**config.mk**
```make
export PLATFORM = sky130hd
export DESIGN_NAME = mo_tree_adder_pipe
export DESIGN_NICKNAME = d
export VERILOG_FILES = /design/src/rtl/mo_tree_adder_pipe.sv
export SDC_FILE = /design/constraint.sdc
export NUM_CORES = 1
export LEC_CHECK = 0
export ABC_AREA = 1
export CAP_MARGIN = 20
export CORE_UTILIZATION = 35
export CTS_CLUSTER_DIAMETER = 200
export DETAILED_ROUTE_END_ITERATION = 7
export HOLD_SLACK_MARGIN = 0.06
export PLACE_DENSITY = 0.58
export SYNTH_ARGS = -nofsm -noshare
export SYNTH_HDL_FRONTEND = slang
export SYNTH_SLANG_ARGS = --single-unit
export TNS_END_PERCENT = 20
```
**constraint.sdc**
```tcl
create_clock -name clk -period 2.5 [get_ports clk]
set_clock_uncertainty 0.1 [all_clocks]
set_input_delay 0.75 -clock clk [delete_from_list [all_inputs] [get_ports clk]]
set_output_delay 0.75 -clock clk [all_outputs]
set_load 0.02 [all_outputs]
```
**src/rtl/mo_tree_adder_pipe.sv**
```systemverilog
// Pipelined multi-operand binary-tree adder: one tree level per register stage,
// global-stall valid/ready flow control, exact full-precision sum.
module mo_tree_adder_pipe #(
  parameter int unsigned WIDTH  = 19,
  parameter int unsigned N_OPS  = 8,
  parameter int unsigned SIGNED = 0,
  localparam int unsigned LEVELS = $clog2(N_OPS),
  localparam int unsigned OUT_W  = WIDTH + LEVELS
) (
  input  logic                   clk,
  input  logic                   rst_n,
  input  logic                   in_valid,
  output logic                   in_ready,
  input  logic [N_OPS*WIDTH-1:0] in_ops,
  output logic                   out_valid,
  input  logic                   out_ready,
  output logic [OUT_W-1:0]       out_sum,
  output logic                   busy
);

  // Extension bit source: sign bit when signed, zero otherwise.
  localparam logic SX = (SIGNED != 0);

  // Number of partial sums held at tree level l (level 0 = raw operands).
  function automatic int unsigned stage_cnt(input int unsigned l);
    return (N_OPS + (32'd1 << l) - 32'd1) >> l;
  endfunction

  logic [LEVELS-1:0] stage_v;

  for (genvar l = 1; l <= LEVELS; l++) begin : g_lvl
    localparam int unsigned PW = WIDTH + l - 1;
    localparam int unsigned SW = WIDTH + l;
    localparam int unsigned PC = stage_cnt(l - 1);
    localparam int unsigned SC = stage_cnt(l);

    logic [PC*PW-1:0] prev;
    logic             prev_v;
    logic [SC*SW-1:0] sum_c;
    logic [SC*SW-1:0] data;
    logic             v;

    // Previous level: raw operands for the first stage, else the prior register stage.
    if (l == 1) begin : g_src
      assign prev   = in_ops;
      assign prev_v = in_valid;
    end else begin : g_src
      assign prev   = g_lvl[l-1].data;
      assign prev_v = g_lvl[l-1].v;
    end

    // Pairwise add of entries 2j,2j+1; an unpaired last entry passes through extended.
    always_comb begin
      sum_c = '0;
      for (int unsigned j = 0; j < PC / 2; j++) begin
        sum_c[j*SW +: SW] = {SX & prev[2*j*PW + PW - 1],     prev[2*j*PW +: PW]}
                          + {SX & prev[(2*j+1)*PW + PW - 1], prev[(2*j+1)*PW +: PW]};
      end
      if (PC % 2 == 1) begin
        sum_c[(SC-1)*SW +: SW] = {SX & prev[PC*PW - 1], prev[(PC-1)*PW +: PW]};
      end
    end

    // Stage register: shifts on advance, holds on global stall.
    always_ff @(posedge clk or negedge rst_n) begin
      if (!rst_n) begin
        data <= '0;
        v    <= 1'b0;
      end else if (in_ready) begin
        data <= sum_c;
        v    <= prev_v;
      end
    end

    assign stage_v[l-1] = v;
  end

  // Advance whenever the output register is empty or being drained.
  assign in_ready  = !out_valid || out_ready;
  assign out_valid = g_lvl[LEVELS].v;
  assign out_sum   = g_lvl[LEVELS].data;
  assign busy      = |stage_v;

endmodule

```
== After elaboration in Yosys (flattened, before gate mapping) ==
Cells that the tools add are included.

* Bits in read-only memories: 0
* Bits in latches: 0
* Output and inout port bits: 25
* Bits in writable memories: 0
* Memories kept: 0
* Register bits: 147

* Div/mod/pow operators: 0
* Bitwise gates (word level): 0
* Add/sub/neg operators: 7
* Multiply operators: 0
* Mux-type cells: 0
* Order comparisons: 0
* Eq/ne operators: 0
* Reductions and logical operators: 3
* Shifts and indexed selects: 0

{| class="wikitable"
|+ Operators by type and width
! cell !! count
|-
| $add 19x19->20 || 4
|-
| $add 20x20->21 || 2
|-
| $add 21x21->22 || 1
|-
| $reduce_or 3->1 || 1
|-
| $logic_not 1->1 || 1
|-
| $logic_or 1x1->1 || 1
|}

== Depth between registers and ports, before layout ==
* Depth in word-level cells: 2
* Gate-level depth with buffers: 13

== Worst setup path before layout ==
No wires, ideal clock.

* Kind: input -> output
* Start point: input port out_ready
* End point: output port in_ready
* Data arrival time: 1.397 ns
* Required time: 1.650 ns
* Path slack: 0.253 ns
* Stages: 5
* Cells stage by stage: nor2_1 -> buf_4 -> inv_2 -> buf_4 -> buf_2

* Word-level cells in the longest chain between the ends: 1

{| class="wikitable"
|+ RTL lines
! item !! RTL line !! RTL
|-
| start: declaration || 16 || <nowiki>input logic out_ready,</nowiki>
|-
| $logic_or 1x1->1 || 79 || <nowiki>assign in_ready = !out_valid || out_ready;</nowiki>
|-
| end: declaration || 13 || <nowiki>output logic in_ready,</nowiki>
|}

Every way passes these cells.

== Final worst setup path ==
* Start point: register g_lvl[3].v (netlist: out_valid)
* End point: output port busy

* Word-level cells in the longest chain between the ends: 1

{| class="wikitable"
|+ RTL lines
! item !! RTL line !! RTL
|-
| start: declaration || 41 || <nowiki>logic v;</nowiki>
|-
| start signal: assignment || 71 || <nowiki>v <= prev_v;</nowiki>
|-
| $reduce_or 3->1 || 82 || <nowiki>assign busy = |stage_v;</nowiki>
|-
| end: declaration || 18 || <nowiki>output logic busy</nowiki>
|}

Every way passes these cells.

==> metrics.txt <==
# TYPE chip_impl_metric gauge
chip_impl_metric{name="cts_max_path_buffers",unit=""} 2
chip_impl_metric{name="final-setup-viol-count",unit=""} 0
chip_impl_metric{name="nFillCells",unit=""} 4010
chip_impl_info{name="worst_setup_path_start_kind",value="register"} 1
chip_impl_metric{name="met2_usage",unit="%"} 30.0
chip_impl_metric{name="timing.critical_path.fanout_max",unit=""} 2
chip_impl_metric{name="design.final.nets",unit=""} 2667
chip_impl_info{name="globalRoute.busiestLayer",value="met2"} 1
chip_impl_info{name="timing.rr.end",value="out_sum[14]"} 1
chip_impl_metric{name="netSwitchingPower",unit="uW"} 8570
chip_impl_metric{name="power_frac_comb",unit="%"} 61.1
chip_impl_metric{name="relSlewSlack",unit="%"} 49.4
chip_impl_metric{name="internal-power",unit="uW"} 8940
chip_impl_metric{name="drtAntennaViolNets",unit=""} 0
chip_impl_metric{name="antenna_found_initial",unit=""} 0
chip_impl_metric{name="ys_async_rst_share",unit="%"} 100
chip_impl_info{name="failing_checks",value="DRC"} 1
chip_impl_info{name="min_path_type",value="in2async"} 1
chip_impl_info{name="cts.root.buffer_cell",value="clkbuf_16"} 1
chip_impl_metric{name="placedCellCount",unit=""} 2859
chip_impl_metric{name="arrival",unit="ps"} 1490
chip_impl_metric{name="core.rowCount",unit=""} 71
chip_impl_metric{name="share_of_synthesized_area_occupied_by_flip_flops_and_latches",unit="%"} 27.6
chip_impl_metric{name="largest_net_degree_at_the_start_of_global_routing",unit=""} 159
chip_impl_metric{name="finalMaxSlewViolations",unit=""} 0
chip_impl_metric{name="power_switching_share",unit="%"} 49.0
chip_impl_metric{name="power_density",unit="nW/um^2"} 1020
chip_impl_metric{name="detailed_place_hpwl",unit="um"} 31200
chip_impl_metric{name="total_clock_buffers_created_by_cts",unit=""} 17
chip_impl_metric{name="non_filler_cells_final",unit=""} 2891
chip_impl_metric{name="synthDistinctLibCells",unit=""} 29
chip_impl_metric{name="cts.hold.buffers_added",unit=""} 0
chip_impl_metric{name="finalWirelength",unit="um"} 37900
chip_impl_metric{name="synthDominantCellAreaShare",unit="%"} 27.6
chip_impl_info{name="worstSetupEndpointType",value="primary output"} 1
chip_impl_info{name="synth_top_flop_cell",value="dfrtp_1"} 1
chip_impl_metric{name="utilization",unit="%"} 45.8
chip_impl_metric{name="synth_enable_flop_cells",unit=""} 0
chip_impl_metric{name="antenna_cells",unit=""} 0
chip_impl_info{name="grt_setup_unrepaired",value="false"} 1
chip_impl_info{name="synth_area_leaders",value="dfrtp_1, nand2_1, ha_1"} 1
chip_impl_metric{name="final_layout_size_suffix_gt1_share",unit="%"} 8.03
chip_impl_info{name="synth_top_cells_by_count",value="nand2_1, inv_1, nand3_1"} 1
chip_impl_metric{name="reg2reg_slack",unit="ps"} 310
chip_impl_metric{name="synth.avg_cell_area",unit="um^2"} 6.42
chip_impl_metric{name="clk-insertion-delay-late",unit="ps"} 430
chip_impl_info{name="result_of_the_run",value="finished with violations"} 1
chip_impl_metric{name="clock_sinks",unit=""} 147
chip_impl_metric{name="cts.repair_timing.setup_buffer_count",unit=""} 0
chip_impl_metric{name="core",unit="um^2"} 37600
chip_impl_metric{name="detail_route.first_pass.iterations",unit=""} 7
chip_impl_metric{name="share_clk_of_total_power",unit="%"} 14.9
chip_impl_info{name="tritoncts_clock_tree",value="built"} 1
chip_impl_metric{name="wire_per_inst",unit="um"} 13.1
chip_impl_metric{name="detail_route.vias_per_cell",unit=""} 4.73
chip_impl_metric{name="cts-htree-levels",unit=""} 4
chip_impl_metric{name="grt_use_total",unit="%"} 19.8
chip_impl_metric{name="timing_hold_violations_final",unit=""} 0
chip_impl_metric{name="cts_repair_resize_count",unit=""} 5
chip_impl_metric{name="synthesis.area",unit="um^2"} 13300
chip_impl_metric{name="syn2layout_area_growth",unit="%"} 29.1
chip_impl_metric{name="met1_usage",unit="%"} 29.9
chip_impl_metric{name="horizontal_extent_of_the_die",unit="um"} 197
chip_impl_metric{name="finalCritPeriodShare",unit="%"} 93.6
chip_impl_metric{name="detail_route.drc_violations",unit=""} 2
chip_impl_metric{name="ios",unit=""} 181
chip_impl_metric{name="tightestPinTransition",unit="ps"} 759
chip_impl_metric{name="routed-via-count",unit=""} 13700
chip_impl_info{name="synth_largest_area_cell",value="dfrtp_1"} 1
chip_impl_metric{name="synth.yosys.warnings",unit=""} 0
chip_impl_metric{name="max-cap-violations",unit=""} 0
chip_impl_metric{name="postSynthCellCount",unit=""} 2076
chip_impl_metric{name="dr_iter_0_viols",unit=""} 799
chip_impl_metric{name="design.die.area",unit="um^2"} 38900
chip_impl_metric{name="worst-endpoint-required",unit="ps"} 1650
chip_impl_metric{name="postSynthNetCount",unit=""} 2376
chip_impl_info{name="path_class",value="reg2out"} 1
chip_impl_metric{name="die_height",unit="um"} 197
chip_impl_metric{name="first_global_vias",unit=""} 12900
chip_impl_metric{name="leakage_power",unit="uW"} 0.00902
chip_impl_metric{name="initial_utilization",unit="%"} 35.5
chip_impl_metric{name="timing.reg2reg.worst_path_depth",unit=""} 13
chip_impl_info{name="setup.worst_path.start",value="out_valid"} 1
chip_impl_metric{name="timing.final.crit_period",unit="ps"} 2340
chip_impl_info{name="launch_instance_of_the_worst_register_to_register_path",value="g_lvl[2].data[0]"} 1
chip_impl_metric{name="wire_length_of_the_first_global_routing_pass",unit="um"} 62300
chip_impl_metric{name="finalWeightedCongestion",unit=""} 0.890
chip_impl_metric{name="gr-total-overflow",unit=""} 0
chip_impl_metric{name="i_o_buffers",unit=""} 180
chip_impl_metric{name="ffs_latches_synth",unit=""} 147
chip_impl_metric{name="grt_util_met3",unit="%"} 1.90
chip_impl_info{name="post-synth-top-count-cell",value="nand2_1"} 1
chip_impl_metric{name="vdd.ir_drop.worst",unit="uV"} 570
chip_impl_metric{name="sequential_share_of_power",unit="%"} 24.0
chip_impl_metric{name="fmax",unit="MHz"} 427
chip_impl_metric{name="cts.clk_slew.worst_paths",unit="ps"} 80
chip_impl_metric{name="finalHoldWorstSlack",unit="ps"} 125
[per-stage QoR]
step                setup TNS (ps)  setup WS [ps]  power, uW  cell area [um^2]
global route                     0           50.8      19400             17200
finish                           0            161      17500             17200
global placement            -10010           -424      14800             16600
floorplan                        0            253      11500             13300
CTS                              0            120      17700             17200
detailed placement          -10980           -416      14900             16600
[cells by family after synthesis]
family,count (synthesis),share of synthesized area [%]
flip-flops,147,27.6
XOR/XNOR,44,2.89
buffers and inverters,257,7.54
adder cells (fa/ha/maj),144,13.9
AO/OA/AOI/OAI,218,8.38
AND/OR/NAND/NOR,1266,39.7
[worst max-delay path: stages (launching register included)]
cell	delay (ps)
dfrtp_1	420
inv_1	140
nand3_1	140
dlygate4sd2_1	350
[cells in the final DEF (no fill, tap or decap), types with 2 or more instances in the layout]
cell             instances
clkbuf_16               17
nand4_1                 12
buf_4                  120
ha_1                   137
o21ai_1                 10
and2_1                  19
a21oi_1                120
inv_8                    6
or2_1                    3
fa_1                     6
clkinv_8                 5
dfrtp_1                147
buf_12                   4
nor3_1                  13
inv_2                    2
a21oi_2                  3
xor2_1                   6
inv_1                  223
o21ai_0                 79
nor2_1                 150
dlygate4sd2_1            2
nor2_2                   4
nand2_1                847
nand3b_1                31
o21bai_1                 6
nand3_2                 11
or2_2                    2
xnor2_1                 38
nand3_1                163
inv_6                    2
clkdlybuf4s50_1        176
nand2_2                  8
[area by class of cell]
| cell class | count | area, um^2 | area share [%] |
|---|---|---|---|
| repair buffers | 304 | 2780 | 16.2 |
| well taps | 511 | 639 | 3.72 |
| flip-flops and latches | 147 | 3680 | 21.4 |
| clock buffers | 17 | 425 | 2.47 |
| multi-input cells | 1672 | 8650 | 50.3 |
| inverters | 225 | 845 | 4.91 |
| clock inverters | 15 | 183 | 1.06 |
[registers in the layout, summed over array words and instances (netlist names)]
signal      count
g_lvl.data    122
out_sum        22
out_valid       1
g_lvl.v         2
[power by group through the flow]
| stage | logic [uW] | clock network (uW) | registers (uW) |
|---|---|---|---|
| 2_1_floorplan | 7350 | 0 | 4120 |
| 3_3_place_gp | 10600 | 0 | 4220 |
| 3_5_place_dp | 10700 | 0 | 4250 |
| 4_1_cts | 10800 | 2680 | 4210 |
| 5_1_grt | 12300 | 2760 | 4320 |
| 6_report | 10700 | 2610 | 4200 |
[per-layer routing]
| metal | vias to the layer above | part of all wire, % |
|---|---|---|
| met1 | 6192 | 53 |
| li1 | 7237 | - |
| met2 | 223 | 42 |
| met4 | 0 | 1.5 |
| met3 | 29 | 3.0 |
| met5 | - | 0 |
[worst max-delay path by stage]
stage,cells past startpoint,end,slack (ps)
after floorplan,5,in_ready,250
after global placement,4,in_ready,-420
after detailed placement,4,in_ready,-420
after CTS,3,busy,120
after global routing,11,g_lvl[1].data[12],50
final,3,busy,160
Power figures use the tool's default switching activity.
